===== config.mk =====
export PLATFORM = sky130hd
export DESIGN_NAME = branch_redirect_controller
export DESIGN_NICKNAME = d
export VERILOG_FILES = /design/src/rtl/branch_redirect_controller.sv
export SDC_FILE = /design/constraint.sdc
export NUM_CORES = 1
export LEC_CHECK = 0
export BUFFER_PORTS_ARGS = -buffer_cell sky130_fd_sc_hd__buf_2
export CORE_AREA = 2 2 109 111
export CTS_BUF_LIST = sky130_fd_sc_hd__clkbuf_8
export DETAILED_ROUTE_END_ITERATION = 8
export DIE_AREA = 0 0 111 113
export HOLD_SLACK_MARGIN = 0.1
export PLACE_DENSITY = 0.75
export SLEW_MARGIN = 20
export SYNTH_ARGS = -nofsm -noshare
export SYNTH_HDL_FRONTEND = slang
export SYNTH_SLANG_ARGS = --single-unit

===== constraint.sdc =====
create_clock -name clk -period 1.8 [get_ports clk]
set_input_delay 0.09 -clock clk [delete_from_list [all_inputs] [get_ports clk]]
set_output_delay 0.09 -clock clk [all_outputs]
set_load 0.05 [all_outputs]

===== src/rtl/branch_redirect_controller.sv =====
// ============================================================================
// Module   : branch_redirect_controller
// Purpose  : Mispredict detection, flush/redirect sequencing, 2-bit BHT and
//            branch/mispredict counters. BHT present only with BRANCH_PREDICT_EN.
// Revision : 1.0  initial release
// ============================================================================
`default_nettype none

module branch_redirect_controller #(
    parameter int XLEN        = 32,
    parameter int BHT_ENTRIES = 64
) (
    input  logic            clk,
    input  logic            reset_n,
    input  logic [XLEN-1:0] FetchPC_I,
    output logic            PredTaken_I,
    input  logic            BranchValid_C,
    input  logic            JumpValid_C,
    input  logic            BranchTaken_C,
    input  logic            PredTaken_C,
    input  logic [XLEN-1:0] BranchPC_C,
    input  logic [XLEN-1:0] BranchTarget_C,
    output logic            FlushD,
    output logic            FlushC,
    output logic            StallC,
    output logic            RedirectValid_I,
    output logic [XLEN-1:0] RedirectPC_I,
    input  logic            RedirectReady_I,
    output logic [31:0]     BranchCount,
    output logic [31:0]     MispredictCount
);

    typedef enum logic [0:0] {
        ST_IDLE     = 1'b0,
        ST_REDIRECT = 1'b1
    } state_t;

    state_t          r_state;
    state_t          w_state_next;
    logic [XLEN-1:0] r_redirect_pc;
    logic [31:0]     r_branch_cnt;
    logic [31:0]     r_mispred_cnt;

    logic            w_res;
    logic            w_taken;
    logic            w_mispredict;
    logic            w_idle;
    logic            w_accept;
    logic            w_launch;
    logic [XLEN-1:0] w_seq_pc;
    logic [XLEN-1:0] w_corr_pc;

    assign w_res        = BranchValid_C | JumpValid_C;
    assign w_taken      = JumpValid_C | BranchTaken_C;
    assign w_mispredict = w_res & (w_taken != PredTaken_C);
    assign w_idle       = (r_state == ST_IDLE);
    assign w_accept     = w_idle & w_res;
    assign w_launch     = w_idle & w_mispredict;
    assign w_seq_pc     = BranchPC_C + {{(XLEN-3){1'b0}}, 3'b100};
    assign w_corr_pc    = w_taken ? BranchTarget_C : w_seq_pc;

    always_ff @(posedge clk or negedge reset_n) begin
        if (!reset_n) begin
            r_state <= ST_IDLE;
        end else begin
            r_state <= w_state_next;
        end
    end

    always_comb begin
        w_state_next = r_state;
        FlushD       = 1'b0;
        FlushC       = 1'b0;
        unique case (r_state)
            ST_IDLE: begin
                if (w_mispredict) begin
                    FlushD       = 1'b1;
                    FlushC       = 1'b1;
                    w_state_next = ST_REDIRECT;
                end
            end
            ST_REDIRECT: begin
                if (RedirectReady_I) begin
                    w_state_next = ST_IDLE;
                end
            end
            default: w_state_next = ST_IDLE;
        endcase
    end

    // Valid/stall decode straight from the state flop so an async reset drops them at once
    assign RedirectValid_I = (r_state == ST_REDIRECT);
    assign StallC          = (r_state == ST_REDIRECT);
    assign RedirectPC_I    = r_redirect_pc;

    always_ff @(posedge clk or negedge reset_n) begin
        if (!reset_n) begin
            r_redirect_pc <= '0;
            r_branch_cnt  <= '0;
            r_mispred_cnt <= '0;
        end else begin
            if (w_launch) begin
                r_redirect_pc <= w_corr_pc;
                r_mispred_cnt <= r_mispred_cnt + 32'd1;
            end
            if (w_accept) begin
                r_branch_cnt <= r_branch_cnt + 32'd1;
            end
        end
    end

    assign BranchCount     = r_branch_cnt;
    assign MispredictCount = r_mispred_cnt;

`ifdef BRANCH_PREDICT_EN
    localparam int c_IDX_W = $clog2(BHT_ENTRIES);

    logic [1:0]         r_bht [BHT_ENTRIES];
    logic [c_IDX_W-1:0] w_rd_idx;
    logic [c_IDX_W-1:0] w_wr_idx;
    logic [1:0]         w_cur;
    logic [1:0]         w_upd;
    logic               w_bht_we;
    logic               w_unused_fetch;

    assign w_rd_idx       = FetchPC_I[c_IDX_W+1:2];
    assign w_wr_idx       = BranchPC_C[c_IDX_W+1:2];
    assign w_cur          = r_bht[w_wr_idx];
    assign w_bht_we       = w_idle & BranchValid_C;
    assign w_unused_fetch = ^{FetchPC_I[XLEN-1:c_IDX_W+2], FetchPC_I[1:0]};

    always_comb begin
        w_upd = w_cur;
        if (w_taken) begin
            if (w_cur != 2'b11) w_upd = w_cur + 2'b01;
        end else begin
            if (w_cur != 2'b00) w_upd = w_cur - 2'b01;
        end
    end

    always_ff @(posedge clk or negedge reset_n) begin
        if (!reset_n) begin
            for (int i = 0; i < BHT_ENTRIES; i++) begin
                r_bht[i] <= 2'b01;
            end
        end else if (w_bht_we) begin
            r_bht[w_wr_idx] <= w_upd;
        end
    end

    // Array read reflects pre-update contents when read and write hit the same entry
    assign PredTaken_I = r_bht[w_rd_idx][1];
`else
    logic w_unused_fetch;

    assign w_unused_fetch = ^FetchPC_I;
    assign PredTaken_I    = 1'b0;
`endif

endmodule

`default_nettype wire

==> flow_metrics.tcl <==
set metrics [dict create \
    fp.coreArea_mm2 0.01127 \
    start_util_pct 45.20 \
    wl_met2_mm 7.211 \
    drc 0 \
    dp_hpwl_mm 9.676 \
    fin_crit_ns 1.805 \
    gr-total-overflow 0 \
    netlist_top_cells_area "dfrtp_1, xnor2_1, xor2_1" \
    cts_tree "done" \
    total_power_mw 7.144 \
    sequentialPowerShare_pct 39.0 \
    grt_pass1_wl_mm 23.22 \
    postPlaceCellArea_mm2 0.006376 \
    synth_warnings 0 \
    postRouteAntennaNets 0 \
    clock_power_share_pct 22.8 \
    max_stage_delay_ns 0.55 \
    vias 4798 \
    io_buffers 170 \
    required_ns 2.09 \
    relSlewSlack_pct 59.95 \
    slew_viol_final 0 \
    syn_to_final_growth_pct 43.00 \
    critPathMaxFanout 7 \
    path_buf_inv 1 \
    clockRootBuffer "clkbuf_8" \
    setup.worst_path.start_class "register" \
    fillers 874 \
    worstSkewPairLatency_ns 0.37 \
    grt_start_max_net_pins 45 \
    sw_frac_of_total_pct 41.28 \
    syn_area_per_cell_um2 9.893 \
    nets 876 \
    syn_nets 621 \
    top_layer_used "met4" \
    initialDrtViolationCount 312 \
    violations "negative setup slack" \
    cts.reportedPaths.clkPinSlew_ns 0.09 \
    postLayoutCellArea_mm2 0.007286 \
    drt-pass1-iter-count 6 \
    worst_slew_pin_slew_ns 0.6007 \
    die_area_mm2 0.01254 \
    min_path_type "input pin to register" \
    wire_per_inst_um 15.59 \
    worstSetupEndpointType "register" \
    maxCapViolCount 0 \
    async_flop_share_pct 100.0 \
    timing.fmax_ghz 0.5540 \
    numCtsBuffers 9 \
    status "finished with violations" \
    power_density_mw_per_mm2 980.5 \
    die_w_um 111 \
    grt_usage_pct 22.86 \
    syn_inst 515 \
    clock_sinks 97 \
    hold_violations 0 \
    arrival_ns 2.10 \
    synth-edff-count 0 \
    most-common-layout-cells "buf_2, nand2_1, dfrtp_1" \
    clk_path_buf_depth 2 \
    critPathTopFamily "simple AND/OR/NAND/NOR gates" \
    wl_met3_um 792 \
    place.gp.congestion 0.8731 \
    leakage_nw 3.598 \
    rsz0062_at_grt "true" \
    routed_wl_mm 14.31 \
    yosysTopAreaCell "dfrtp_1" \
    fp-row-count 39 \
    io_pins 204 \
    cp_cell_sequence "o21ba_4 -> nand4_1 -> or4_4 -> buf_12 -> nor3_4 -> xor2_1" \
    die_y_um 113 \
    finalCritPeriodShare_pct 100.3 \
    switchingPower_mw 2.949 \
    skew_ns 0.007204 \
    wl_met1_mm 6.023 \
    yosysUniqueCellTypes 50 \
    synth_flop_cell "dfrtp_1" \
    yosysSeqAreaShare_pct 47.64 \
    intPower_mw 4.194 \
    via_per_inst 5.227 \
    setup-tns-final_ns -0.004933 \
    final_common_cell "buf_2" \
    critPathKind "register to register" \
    synth_area_mm2 0.005095 \
    drive_gt1_share_pct 39.23 \
    critical_path.slowest_cell "or4_4" \
    cts_max_level 3 \
    synth_top_area_share_pct 47.64 \
    setup_viol 1 \
    p_comb_share_pct 38.2 \
    grt_pass1_vias 4945 \
    peakVddDrop_uv 640.3 \
    diodes 0 \
    setup_slack_ns -0.004933 \
    synth-seq-cells 97 \
    antenna_found_initial 0 \
]
==> synthesized netlist by cell type (3+ instances only) <==
cell      count
xnor2_1      46
or2_2         3
a21o_1        4
nor3_2        8
nor3_1       16
inv_1        11
o221ai_1     10
nand3_1      30
a21oi_1       6
nor2_1       37
and4_1       10
buf_2         4
xor2_1       40
and2_1        5
nand2_1      72
nand4_1      22
ha_1          3
buf_4         4
dfrtp_1      97
mux2i_1       8
clkbuf_1      9
o31ai_1       4
and3_1       10
o21ai_0      21
==> path summary, 6_finish.rpt <==
check | start | end | slack (ns) | cells past startpoint
worst max-delay path | RedirectValid_I | BranchCount[29] | -0.005 | 6
worst min-delay path | BranchPC_C[2] | RedirectPC_I[2] | 0.13 | 4
worst max register to register | RedirectValid_I | BranchCount[29] | -0.005 | 6
worst min register to register | BranchCount[31] | BranchCount[31] | 0.46 | 1
max in group asynchronous | reset_n | MispredictCount[6] | 0.89 | 3
min in group asynchronous | reset_n | BranchCount[15] | 0.28 | 2
==> state kept, by name, summed over array words and instances (netlist names) <==
register	cells
BranchCount	32
MispredictCount	32
RedirectPC_I	32
RedirectValid_I	1
==> power groups by stage <==
| stage | Clock, mW | Sequential (mW) | Combinational (mW) |
|---|---|---|---|
| after floorplan | 0 | 3.99 | 0.596 |
| after global placement | 0 | 2.81 | 2.51 |
| after detailed placement | 0 | 2.82 | 2.54 |
| after CTS | 1.68 | 2.79 | 2.63 |
| after global routing | 1.76 | 2.83 | 2.89 |
| final | 1.63 | 2.79 | 2.73 |
==> cell type report <==
cell class	count	area, um2	area share, %
clock inverters	5	77.57	1.065
well taps	143	178.9	2.456
clock buffers	11	151.4	2.078
repair buffers	266	1767	24.25
inverters	11	45.04	0.6182
multi-input cells	385	2605	35.75
flip-flops and latches	97	2461	33.78
==> timing repair <==
action	in CTS	in global routing
gates resized for setup	5	21
setup endpoints to repair	6	24
pin swaps	0	9
buffers inserted	2	11
hold endpoints to repair	73	0
cloned	0	0
hold buffers	47	0
==> per-stage QoR <==
step	std cells	hold slack (ns)	setup slack, ns	util [%]
after floorplan	515	-0.2056	-0.1649	-
after global placement	842	0.1303	-0.006477	56.57
after detailed placement	842	0.1350	-0.009229	56.57
after CTS	907	0.1048	0.009435	63.03
after global routing	918	0.1173	-0.09256	64.64
final	918	0.1297	-0.004933	64.64
==> tightest hold or removal path: stages <==
cell     delay [ns]
buf_2          0.12
nor2_1         0.05
a21oi_1        0.11
o21ai_0        0.08
==> logic make-up (layout without fill, tap and decap cells) <==
| kind of cell | count (synthesis) | in the layout | share of synthesized area, % |
|---|---|---|---|
| muxes | 9 | 9 | 1.793 |
| buffers and inverters | 33 | 293 | 3.143 |
| and+or+nand+nor | 231 | 231 | 24.46 |
| DFF | 97 | 97 | 47.64 |
| other | 1 | 1 | 0.07360 |
| adders and majority gates | 3 | 3 | 0.7368 |
| xor gates and xnor gates | 86 | 86 | 14.78 |
| AOI/OAI and AO/OA | 55 | 55 | 7.367 |
==> per-layer routing <==
| layer | vias to the layer above | track usage, % |
|---|---|---|
| met3 | 25 | 4.499 |
| met5 | - | 0 |
| li1 | 2299 | - |
| met1 | 2292 | 26.99 |
| met4 | 0 | 10.58 |
| met2 | 182 | 40.41 |
Power figures use the tool's default switching activity.
